File: config.mk
export PLATFORM = sky130hd
export DESIGN_NAME = i2c_slave_resp
export DESIGN_NICKNAME = d
export VERILOG_FILES = /design/src/rtl/i2c_pkg.sv /design/src/rtl/i2c_line_filter.sv /design/src/rtl/i2c_slave_resp.sv
export SDC_FILE = /design/constraint.sdc
export NUM_CORES = 1
export LEC_CHECK = 0
export CORE_UTILIZATION = 55
export DETAILED_ROUTE_END_ITERATION = 8
export PLACE_DENSITY = 0.88
export SETUP_SLACK_MARGIN = 0.1
export SLEW_MARGIN = 30
export SYNTH_ARGS = -nofsm -noshare
export SYNTH_HDL_FRONTEND = slang
export SYNTH_SLANG_ARGS = --single-unit
File: constraint.sdc
create_clock -name clk_i -period 3.3 [get_ports clk_i]
set_input_delay 0.33 -clock clk_i [delete_from_list [all_inputs] [get_ports clk_i]]
set_output_delay 0.33 -clock clk_i [all_outputs]
set_load 0.02 [all_outputs]
File: src/rtl/i2c_pkg.sv
// rtl/i2c_pkg.sv - shared types and constants for the I2C register target
package i2c_pkg;

    localparam logic [6:0] I2C_DEV_ADDR = 7'h3C;
    localparam logic       ACK          = 1'b0;
    localparam logic       NACK         = 1'b1;

    typedef enum logic [3:0] {
        ST_IDLE,
        ST_DEV,
        ST_DEV_ACK,
        ST_REG_H,
        ST_REG_H_ACK,
        ST_REG_L,
        ST_REG_L_ACK,
        ST_WR_BYTE,
        ST_WR_ACK,
        ST_RD_LOAD,
        ST_RD_BYTE,
        ST_RD_MACK,
        ST_WAIT_STOP
    } i2c_state_e;

endpackage

File: src/rtl/i2c_line_filter.sv
// rtl/i2c_line_filter.sv - synchronizer, glitch filter and edge pulses for one bus line
module i2c_line_filter #(
    parameter int SYNC_STAGES = 2,
    parameter int FILT_LEN    = 3
) (
    input  logic clk_i,
    input  logic rst_n,
    input  logic line_i,
    output logic line_f,
    output logic rise,
    output logic fall
);

    localparam int CW = $clog2(FILT_LEN + 1);

    logic [SYNC_STAGES-1:0] sync_q;
    logic [CW-1:0]          cnt_q;
    logic                   line_d;
    logic                   line_s;

    assign line_s = sync_q[SYNC_STAGES-1];

    // Bring the pad into the clock domain; idle bus level is high.
    always_ff @(posedge clk_i or negedge rst_n) begin
        if (!rst_n) sync_q <= '1;
        else        sync_q <= {sync_q[SYNC_STAGES-2:0], line_i};
    end

    // Accept a new level only after FILT_LEN consecutive differing samples.
    always_ff @(posedge clk_i or negedge rst_n) begin
        if (!rst_n) begin
            line_f <= 1'b1;
            cnt_q  <= '0;
        end else if (line_s == line_f) begin
            cnt_q  <= '0;
        end else if (cnt_q == CW'(FILT_LEN - 1)) begin
            line_f <= line_s;
            cnt_q  <= '0;
        end else begin
            cnt_q  <= cnt_q + CW'(1);
        end
    end

    // Delayed copy of the filtered line for edge pulses.
    always_ff @(posedge clk_i or negedge rst_n) begin
        if (!rst_n) line_d <= 1'b1;
        else        line_d <= line_f;
    end

    assign rise = line_f & ~line_d;
    assign fall = ~line_f & line_d;

endmodule

File: src/rtl/i2c_slave_resp.sv
// rtl/i2c_slave_resp.sv - I2C target with 16-bit register pointer and auto-increment
module i2c_slave_resp
    import i2c_pkg::*;
#(
    parameter logic [6:0] DEV_ADDR    = I2C_DEV_ADDR,
    parameter int         SYNC_STAGES = 2,
    parameter int         FILT_LEN    = 3
) (
    input  logic        clk_i,
    input  logic        rst_n,
    input  logic        scl_i,
    input  logic        sda_i,
    output logic        sda_oe,
    output logic [15:0] reg_addr,
    output logic        wr_en,
    output logic [7:0]  wr_data,
    output logic        rd_req,
    input  logic [7:0]  rd_data,
    output logic        busy,
    output logic        err
);

    logic scl_f, scl_rise, scl_fall;
    logic sda_f, sda_rise, sda_fall;

    i2c_line_filter #(.SYNC_STAGES(SYNC_STAGES), .FILT_LEN(FILT_LEN)) u_scl_filt (
        .clk_i(clk_i), .rst_n(rst_n), .line_i(scl_i),
        .line_f(scl_f), .rise(scl_rise), .fall(scl_fall)
    );

    i2c_line_filter #(.SYNC_STAGES(SYNC_STAGES), .FILT_LEN(FILT_LEN)) u_sda_filt (
        .clk_i(clk_i), .rst_n(rst_n), .line_i(sda_i),
        .line_f(sda_f), .rise(sda_rise), .fall(sda_fall)
    );

    i2c_state_e  state_q, state_d;
    logic [2:0]  bit_cnt_q, bit_cnt_d;
    logic [7:0]  rx_q, rx_d, tx_q, tx_d;
    logic        phase_q, phase_d;
    logic        rw_q, rw_d;
    logic [1:0]  ld_step_q, ld_step_d;
    logic        sda_oe_d, wr_en_d, rd_req_d, busy_d, err_d;
    logic [15:0] reg_addr_d;
    logic [7:0]  wr_data_d;
    logic [7:0]  rx_byte;
    logic        start_det, stop_det;

    assign start_det = sda_fall & scl_f;
    assign stop_det  = sda_rise & scl_f;
    assign rx_byte   = {rx_q[6:0], sda_f};

    // State and datapath registers.
    always_ff @(posedge clk_i or negedge rst_n) begin
        if (!rst_n) begin
            state_q   <= ST_IDLE;
            bit_cnt_q <= '0;
            rx_q      <= '0;
            tx_q      <= '0;
            phase_q   <= 1'b0;
            rw_q      <= 1'b0;
            ld_step_q <= '0;
            sda_oe    <= 1'b0;
            reg_addr  <= '0;
            wr_en     <= 1'b0;
            wr_data   <= '0;
            rd_req    <= 1'b0;
            busy      <= 1'b0;
            err       <= 1'b0;
        end else begin
            state_q   <= state_d;
            bit_cnt_q <= bit_cnt_d;
            rx_q      <= rx_d;
            tx_q      <= tx_d;
            phase_q   <= phase_d;
            rw_q      <= rw_d;
            ld_step_q <= ld_step_d;
            sda_oe    <= sda_oe_d;
            reg_addr  <= reg_addr_d;
            wr_en     <= wr_en_d;
            wr_data   <= wr_data_d;
            rd_req    <= rd_req_d;
            busy      <= busy_d;
            err       <= err_d;
        end
    end

    // Protocol sequencing; START/STOP take priority over any bit activity.
    // phase_q marks the second half of an ACK slot (or the last bit of a read byte).
    always_comb begin
        state_d    = state_q;
        bit_cnt_d  = bit_cnt_q;
        rx_d       = rx_q;
        tx_d       = tx_q;
        phase_d    = phase_q;
        rw_d       = rw_q;
        ld_step_d  = ld_step_q;
        sda_oe_d   = sda_oe;
        reg_addr_d = reg_addr;
        wr_en_d    = 1'b0;
        wr_data_d  = wr_data;
        rd_req_d   = 1'b0;
        busy_d     = busy;
        err_d      = err;

        if (start_det) begin
            state_d   = ST_DEV;
            bit_cnt_d = '0;
            sda_oe_d  = 1'b0;
            phase_d   = 1'b0;
        end else if (stop_det) begin
            state_d  = ST_IDLE;
            sda_oe_d = 1'b0;
            busy_d   = 1'b0;
            if (state_q inside {ST_RD_LOAD, ST_RD_BYTE, ST_RD_MACK}) err_d = 1'b1;
        end else begin
            case (state_q)
                ST_DEV, ST_REG_H, ST_REG_L, ST_WR_BYTE: begin
                    if (scl_rise) begin
                        rx_d      = rx_byte;
                        bit_cnt_d = bit_cnt_q + 3'd1;
                        phase_d   = 1'b0;
                        if (bit_cnt_q == 3'd7) begin
                            case (state_q)
                                ST_DEV: begin
                                    if (rx_byte[7:1] == DEV_ADDR) begin
                                        state_d = ST_DEV_ACK;
                                        rw_d    = rx_byte[0];
                                        busy_d  = 1'b1;
                                        err_d   = 1'b0;
                                    end else begin
                                        state_d = ST_WAIT_STOP;
                                        busy_d  = 1'b0;
                                    end
                                end
                                ST_REG_H: begin
                                    reg_addr_d[15:8] = rx_byte;
                                    state_d          = ST_REG_H_ACK;
                                end
                                ST_REG_L: begin
                                    reg_addr_d[7:0] = rx_byte;
                                    state_d         = ST_REG_L_ACK;
                                end
                                default: begin
                                    wr_data_d = rx_byte;
                                    wr_en_d   = 1'b1;
                                    state_d   = ST_WR_ACK;
                                end
                            endcase
                        end
                    end
                end
                ST_DEV_ACK, ST_REG_H_ACK, ST_REG_L_ACK, ST_WR_ACK: begin
                    if (scl_fall) begin
                        if (!phase_q) begin
                            sda_oe_d = 1'b1;
                        end else begin
                            sda_oe_d  = 1'b0;
                            phase_d   = 1'b0;
                            bit_cnt_d = '0;
                            case (state_q)
                                ST_DEV_ACK:   state_d = ST_REG_H;
                                ST_REG_H_ACK: state_d = ST_REG_L;
                                ST_REG_L_ACK: state_d = ST_WR_BYTE;
                                default: begin
                                    reg_addr_d = reg_addr + 16'd1;
                                    state_d    = ST_WR_BYTE;
                                end
                            endcase
                        end
                    end else if (scl_rise) begin
                        // Reads start loading during the ACK high phase so the first bit is ready at the fall.
                        if (state_q == ST_DEV_ACK && rw_q) begin
                            state_d   = ST_RD_LOAD;
                            ld_step_d = '0;
                        end else begin
                            phase_d = 1'b1;
                        end
                    end
                end
                ST_RD_LOAD: begin
                    case (ld_step_q)
                        2'd0: begin
                            rd_req_d  = 1'b1;
                            ld_step_d = 2'd1;
                        end
                        2'd1: ld_step_d = 2'd2;
                        2'd2: begin
                            tx_d      = rd_data;
                            ld_step_d = 2'd3;
                        end
                        default: begin
                            if (scl_fall) begin
                                sda_oe_d  = ~tx_q[7];
                                bit_cnt_d = '0;
                                phase_d   = 1'b0;
                                state_d   = ST_RD_BYTE;
                            end
                        end
                    endcase
                end
                ST_RD_BYTE: begin
                    if (scl_rise) begin
                        bit_cnt_d = bit_cnt_q + 3'd1;
                        if (bit_cnt_q == 3'd7) phase_d = 1'b1;
                    end else if (scl_fall) begin
                        if (phase_q) begin
                            sda_oe_d = 1'b0;
                            phase_d  = 1'b0;
                            state_d  = ST_RD_MACK;
                        end else begin
                            tx_d     = {tx_q[6:0], 1'b0};
                            sda_oe_d = ~tx_q[6];
                        end
                    end
                end
                ST_RD_MACK: begin
                    if (scl_rise) begin
                        if (sda_f == ACK) begin
                            reg_addr_d = reg_addr + 16'd1;
                            ld_step_d  = '0;
                            state_d    = ST_RD_LOAD;
                        end else begin
                            state_d = ST_WAIT_STOP;
                        end
                    end
                end
                default: ;
            endcase
        end
    end

endmodule

; After elaboration in Yosys (flattened, before gate mapping)
; Cells that the tools add are included.
[word_totals]
ff_bits = 67
out_inout_bits = 29
[classes]
addsub = 4
eq_ne = 59
muxes = 97
bitwise = 17
n_reduce_logical = 36
[op_table]
columns = op, n
row1 = 2-to-1 mux 16 bit, 7
row2 = 2-to-1 mux 4 bit, 15
row3 = 2-to-1 mux 8 bit, 6
row4 = case mux 16 bit (3 select lines), 1
row5 = inequality test 4 bit (second input constant), 11
row6 = 2-to-1 mux 1 bit, 42
row7 = AND reduction 7 bit, 5
row8 = inequality test 2 bit (second input constant), 16
row9 = 2-to-1 mux 3 bit, 8
row10 = AND reduction 11 bit, 2
row11 = case mux 4 bit (5 select lines), 1
row12 = 2-to-1 mux 2 bit, 9
row13 = adder 16 x 1 -> 16 bit (second input constant), 1
row14 = equality test 4 x 3 -> 1 bit (second input constant), 4
row15 = equality test 4 bit (second input constant), 4
row16 = case mux 8 bit (2 select lines), 1
row17 = inequality test 3 bit (second input constant), 5
row18 = inequality test 5 bit (second input constant), 3
row19 = case mux 2 bit (3 select lines), 2
row20 = case mux 4 bit (3 select lines), 1
row21 = AND reduction 12 bit, 1
row22 = AND reduction 6 bit, 2
row23 = nonzero test 2 bit, 6
row24 = inverter 1 bit, 11
row25 = other kinds (31), 49

; Longest topological paths before layout
[logic_depth]
word_depth = 8
depth_mapped = 9
ltp_nobuf = 7

; Cells and area by module
; A second synthesis with hierarchy kept.
[hier_totals]
hier_cells = 411
area_unflattened_um2 = 4076.4
[by_module_without_submodules]
columns = module, n_inst, cells_per_inst, area_per_inst_um2
row1 = i2c_slave_resp, 1, 385, 3637.2
row2 = i2c_line_filter (u_sda_filt), 1, 13, 224.0
row3 = i2c_line_filter (u_scl_filt), 1, 13, 215.2

; Worst setup path after synthesis
; OpenSTA, ideal clock, no wires.
[synth_path]
path_type = register to register
from = register u_scl_filt.line_f
to = register state_q[2]
arrival_ps = 2193
required_time_ps = 3172
path_slack_ps = 980
path_stages_with_launch = 8
synth_period_minus_slack_ps = 2320
cell_sequence = dfstp_2 ha_1 clkbuf_1 nor3b_1 a41o_1 or4b_4 nor2_4 mux2_1
[synth_between]
elab_chain_len = 6
[synth_rtl]
columns = element, line_no
row1 = from (decl), i2c_line_filter.sv:9  ; output logic line_f,
row2 = from (signal assigned), i2c_line_filter.sv:37  ; line_f <= line_s;
row3 = inverter 1 bit, i2c_line_filter.sv:51  ; assign fall = ~line_f & line_d;
row4 = bitwise AND 1 bit, i2c_line_filter.sv:51
row5 = 2-to-1 mux 4 bit, i2c_slave_resp.sv:153  ; if (scl_fall) begin
row6 = case mux 4 bit (5 select lines), i2c_slave_resp.sv:116  ; case (state_q)
row7 = 2-to-1 mux 4 bit, i2c_slave_resp.sv:110  ; end else if (stop_det) begin
row8 = 2-to-1 mux 4 bit, i2c_slave_resp.sv:105  ; if (start_det) begin
row9 = to (signal assigned), i2c_slave_resp.sv:70  ; state_q <= state_d;
row10 = to (decl), i2c_slave_resp.sv:36  ; i2c_state_e state_q, state_d;
; Several ways; a longest one is shown, not always the timed one.
; A chain may end at the register's enable or synchronous reset.

; Final worst setup path
[layout_path]
from = register state_q[0]
to = register reg_addr[13]
[layout_between]
elab_chain_len = 4
[layout_rtl]
columns = element, line_no
row1 = equality test 4 x 2 -> 1 bit (tied with other cells), "i2c_slave_resp.sv:116, i2c_slave_resp.sv:123"
row2 = OR reduction 4 bit / OR reduction 3 bit (equally long branches), --
row3 = inequality test 2 bit (no source line) / nonzero test 3 bit (equally long branches), --
row4 = AND reduction 11 bit (no source line), --
row5 = to (signal assigned), i2c_slave_resp.sv:78  ; reg_addr <= reg_addr_d;
row6 = to (decl), i2c_slave_resp.sv:14  ; output logic [15:0] reg_addr,
; Several ways; a longest one is shown, not always the timed one.

==> results.txt <==
The worst setup path is launched from a flip-flop. The net switching power figure came out at 0.00202 W. The power per standard cell area is 975 nW/um^2.

Of all cell types, the one taking the most synthesized area is dfrtp_1. For the final database, setup skew stands at 0.0105 ns. The via count of the first global-routing pass came out at 3,235. Dividing the detail-routed wire length by the instance count gives 17.7 um. The net count of the finished layout is 466. The clock power share is 0.145. Buffers added to address setup during post-CTS repair amount to 0. When the netlist entered floorplanning its net count stood at 431. Setup repair after global routing left no endpoint under its margin. The overall track demand over capacity in global routing is 0.280. The placed wire-length estimate after detailed placement came out at 6.66 mm.

TritonCTS built the clock tree. Clock-pin slew was measured on the worst setup and hold paths at 0.08 ns. Counting flops with a built-in enable in the synthesized netlist gives 0. The number of slew-limit violations in the final report was 0.

The cell class contributing the biggest share of worst-path delay is compound AO/OA/AOI/OAI gates. The first global-routing pass estimated 16.2 mm of wire. The number of antenna violations at the first check in global routing is 0. The post-cts sizing count is 0. The critical-path maximum fanout is 24. The final worst-path cycle share is 0.816. The placeable core region came out at 6790 um^2.

The clock period minus final worst setup slack is 2.69 ns. The count of state elements after synthesis came out at 67. Of the total power, combinational logic draws 0.515.

STA classifies the critical path endpoint as a flip-flop. The sequential area share after synthesis is 0.435. The cell with the most instances after synthesis is dfrtp_1.

Fill cells in the final layout number 520. The remaining antenna violation count is 0. The gate count after technology mapping came out at 410. The pin count of the biggest net entering global routing is 47.

Of the total power, registers draw 0.341. The number of different library cells in the post-synthesis netlist came out at 69. The global placer's final weighted congestion is 0.954.

The post-cts hold buffer count came out at 0. The via count normalized by instance count is 6.26. The sum of negative setup slack came out at 0 ns. In the synthesized netlist, the cells that appear most often are dfrtp_1, nand2_1, nor2_1, a31oi_1, nor3_1.

The initial standard-cell utilization of the core came out at 0.571. The root buffer cell chosen for the clock tree is clkbuf_8. The per-instance average area after synthesis came out at 9.46 um^2.

For this design the static power due to leakage is 1.95 nW. 0 antenna diodes ended up in the layout. The area added between synthesis and finish is 17.4%. Across the run, the number of max-cap violations was 0. At the pin with the least slew margin, the transition time is 0.841 ns.

Counting both buffers and inverters, the worst setup path holds a total of 1. The flow ran to the end, but the final reports show violations. The most used flip-flop cell after synthesis is dfrtp_1. On the critical path, the stage with the largest delay is an instance of dfrtp_1.

The internal power of the cells came out at 0.00241 W. The clock passes through at most 2 buffers. The total global routing overflow is 0. Of the total power, the share spent switching nets is 0.456. In this design, the stage delay of the slowest critical-path cell is 0.73 ns. Summed over all layers, the routed wires come to 9.67 mm. The floorplan has 30 rows. The total via count in the routed design came out at 3,418.

VDD sags by at most 0.000727 V. The arrival time at the worst endpoint came out at 2.93 ns. The count of buffers inserted at the top-level ports is 40. The final count of hold timing violations is 36. The x dimension of the die is 86.0 um. The checks that failed: hold timing. Ranked by total cell area, the synthesized netlist is headed by dfrtp_1, dfstp_2, mux2_1.

The final worst hold slack came out at -0.0271 ns. The number of design rule violations left after detail routing is 0. The required time at the worst-slack endpoint came out at 3.54 ns.

The proportion of netlist area held by the largest area contributor came out at 0.381. The signal on the critical path passes through buf_4 -> and4b_1 -> a221o_1 -> a31oi_1 -> o32a_1. The critical path start-end classification is reg2reg. The tightest min-delay check is of the in2async type. CTS built an H-tree with a depth of 3. 41 I/O pins were placed. The clock sink count came out at 67. The number of setup violations in the final report is 0.

The synthesized netlist occupies a cell area of 3880 um^2. The share of layout cells above drive strength 1 is 0.116. In the synthesized netlist the async set-or-reset flop fraction comes to 1.00. Measured against its own limit, the worst slew margin works out to 0.439. The floorplan step defined a die boundary enclosing 7390 um^2. The die outline height is 86.0 um. The first TritonRoute pass finished after 5 iterations. The highest clock rate is 0.371 GHz. The later pin in the worst-skew pair is clocked with a latency of 0.35 ns. The warning count from the yosys run is 0. The number of buffers created by CTS came out at 9.

For this block, the initial DRC count from the detailed router was 348.
-- layout by cell type (no fill, tap or decap), types with 5 or more instances in the layout --
cell type	instances
o32a_1	5
nand2_1	41
dfstp_2	8
nand3_1	9
inv_1	15
nor2_1	31
nor3_1	18
nand2b_1	6
nand4_1	9
buf_4	14
a21o_1	5
and4_1	5
o21ai_0	13
a31oi_1	18
dfrtp_1	59
a2bb2oi_1	9
clkbuf_8	10
a21oi_1	15
nor2b_1	5
mux2_1	17
o21ai_1	10
ha_1	9
clkdlybuf4s50_1	39
-- stage by stage --
stage	utilization	total power [W]	setup WS, ns	instance area, um^2	cells
after floorplan	-	0.00308	0.980	3880	410
after global placement	0.641	0.00368	0.734	4360	530
after detailed placement	0.641	0.00376	0.635	4360	530
after CTS	0.669	0.00441	0.597	4540	546
after global routing	0.670	0.00474	0.482	4550	546
final	0.670	0.00444	0.606	4550	546
-- cells by family (layout without fill, tap and decap cells) --
group	after synthesis	after routing	synth area share
adders and majority gates	9	9	0.0290
muxes	23	23	0.0655
buffers and inverters	44	84	0.0487
DFF	67	67	0.435
AOI/OAI and AO/OA	112	112	0.206
xor gates and xnor gates	3	3	0.00678
and+or+nand+nor	152	152	0.209
-- sequential cells by signal (all words and copies together), names as in the netlist --
register	cells
wr_data	8
busy	1
rw_q	1
u_scl_filt.line_f	1
rd_req	1
tx_q	8
rx_q	7
phase_q	1
u_sda_filt.line_d	1
u_scl_filt.sync_q	2
u_scl_filt.cnt_q	2
bit_cnt_q	3
err	1
reg_addr	16
u_sda_filt.cnt_q	2
sda_oe	1
u_sda_filt.line_f	1
wr_en	1
u_scl_filt.line_d	1
state_q	4
u_sda_filt.sync_q	2
ld_step_q	2
-- worst paths after layout --
kind	start	slack (ns)	endpoint	cells after the start
worst max-delay path	state_q[0]	0.61	reg_addr[13]	5
worst min-delay path	rst_n	-0.03	tx_q[4]	1
worst max register to register	state_q[0]	0.61	reg_addr[13]	5
worst min register to register	u_sda_filt.sync_q[0]	0.36	u_sda_filt.sync_q[1]	0
max in group asynchronous	rst_n	2.72	rx_q[3]	2
min in group clk_i	u_sda_filt.sync_q[0]	0.36	u_sda_filt.sync_q[1]	0
-- per-layer routing --
metal  track usage  wire length [um]  vias up
met5             0                 0        -
met4         0.105               180        0
met3        0.0558               592       20
met2         0.442              4740      130
met1         0.384              4160     1682
li1              -                 -     1586
-- cell type report --
cell class	count	area [um^2]	area share
multi-input cells	299	2010	0.441
flip-flops and latches	67	1690	0.371
repair buffers	53	495	0.109
clock buffers	10	138	0.0302
well taps	96	120	0.0264
inverters	15	56.3	0.0124
clock inverters	6	47.5	0.0104
-- worst register-to-register path, cell delays in order (launching register included) --
cell	delay, ns
dfrtp_1	0.73
buf_4	0.28
and4b_1	0.31
a221o_1	0.70
a31oi_1	0.24
o32a_1	0.33
-- power by group through the flow --
| stage | logic, W | clock network (W) | registers (W) |
|---|---|---|---|
| 2_1_floorplan | 0.00164 | 0 | 0.00144 |
| 3_3_place_gp | 0.00219 | 0 | 0.00149 |
| 3_5_place_dp | 0.00224 | 0 | 0.00151 |
| 4_1_cts | 0.00226 | 0.000654 | 0.00150 |
| 5_1_grt | 0.00250 | 0.000687 | 0.00156 |
| 6_report | 0.00228 | 0.000642 | 0.00151 |
Power figures use the tool's default switching activity.
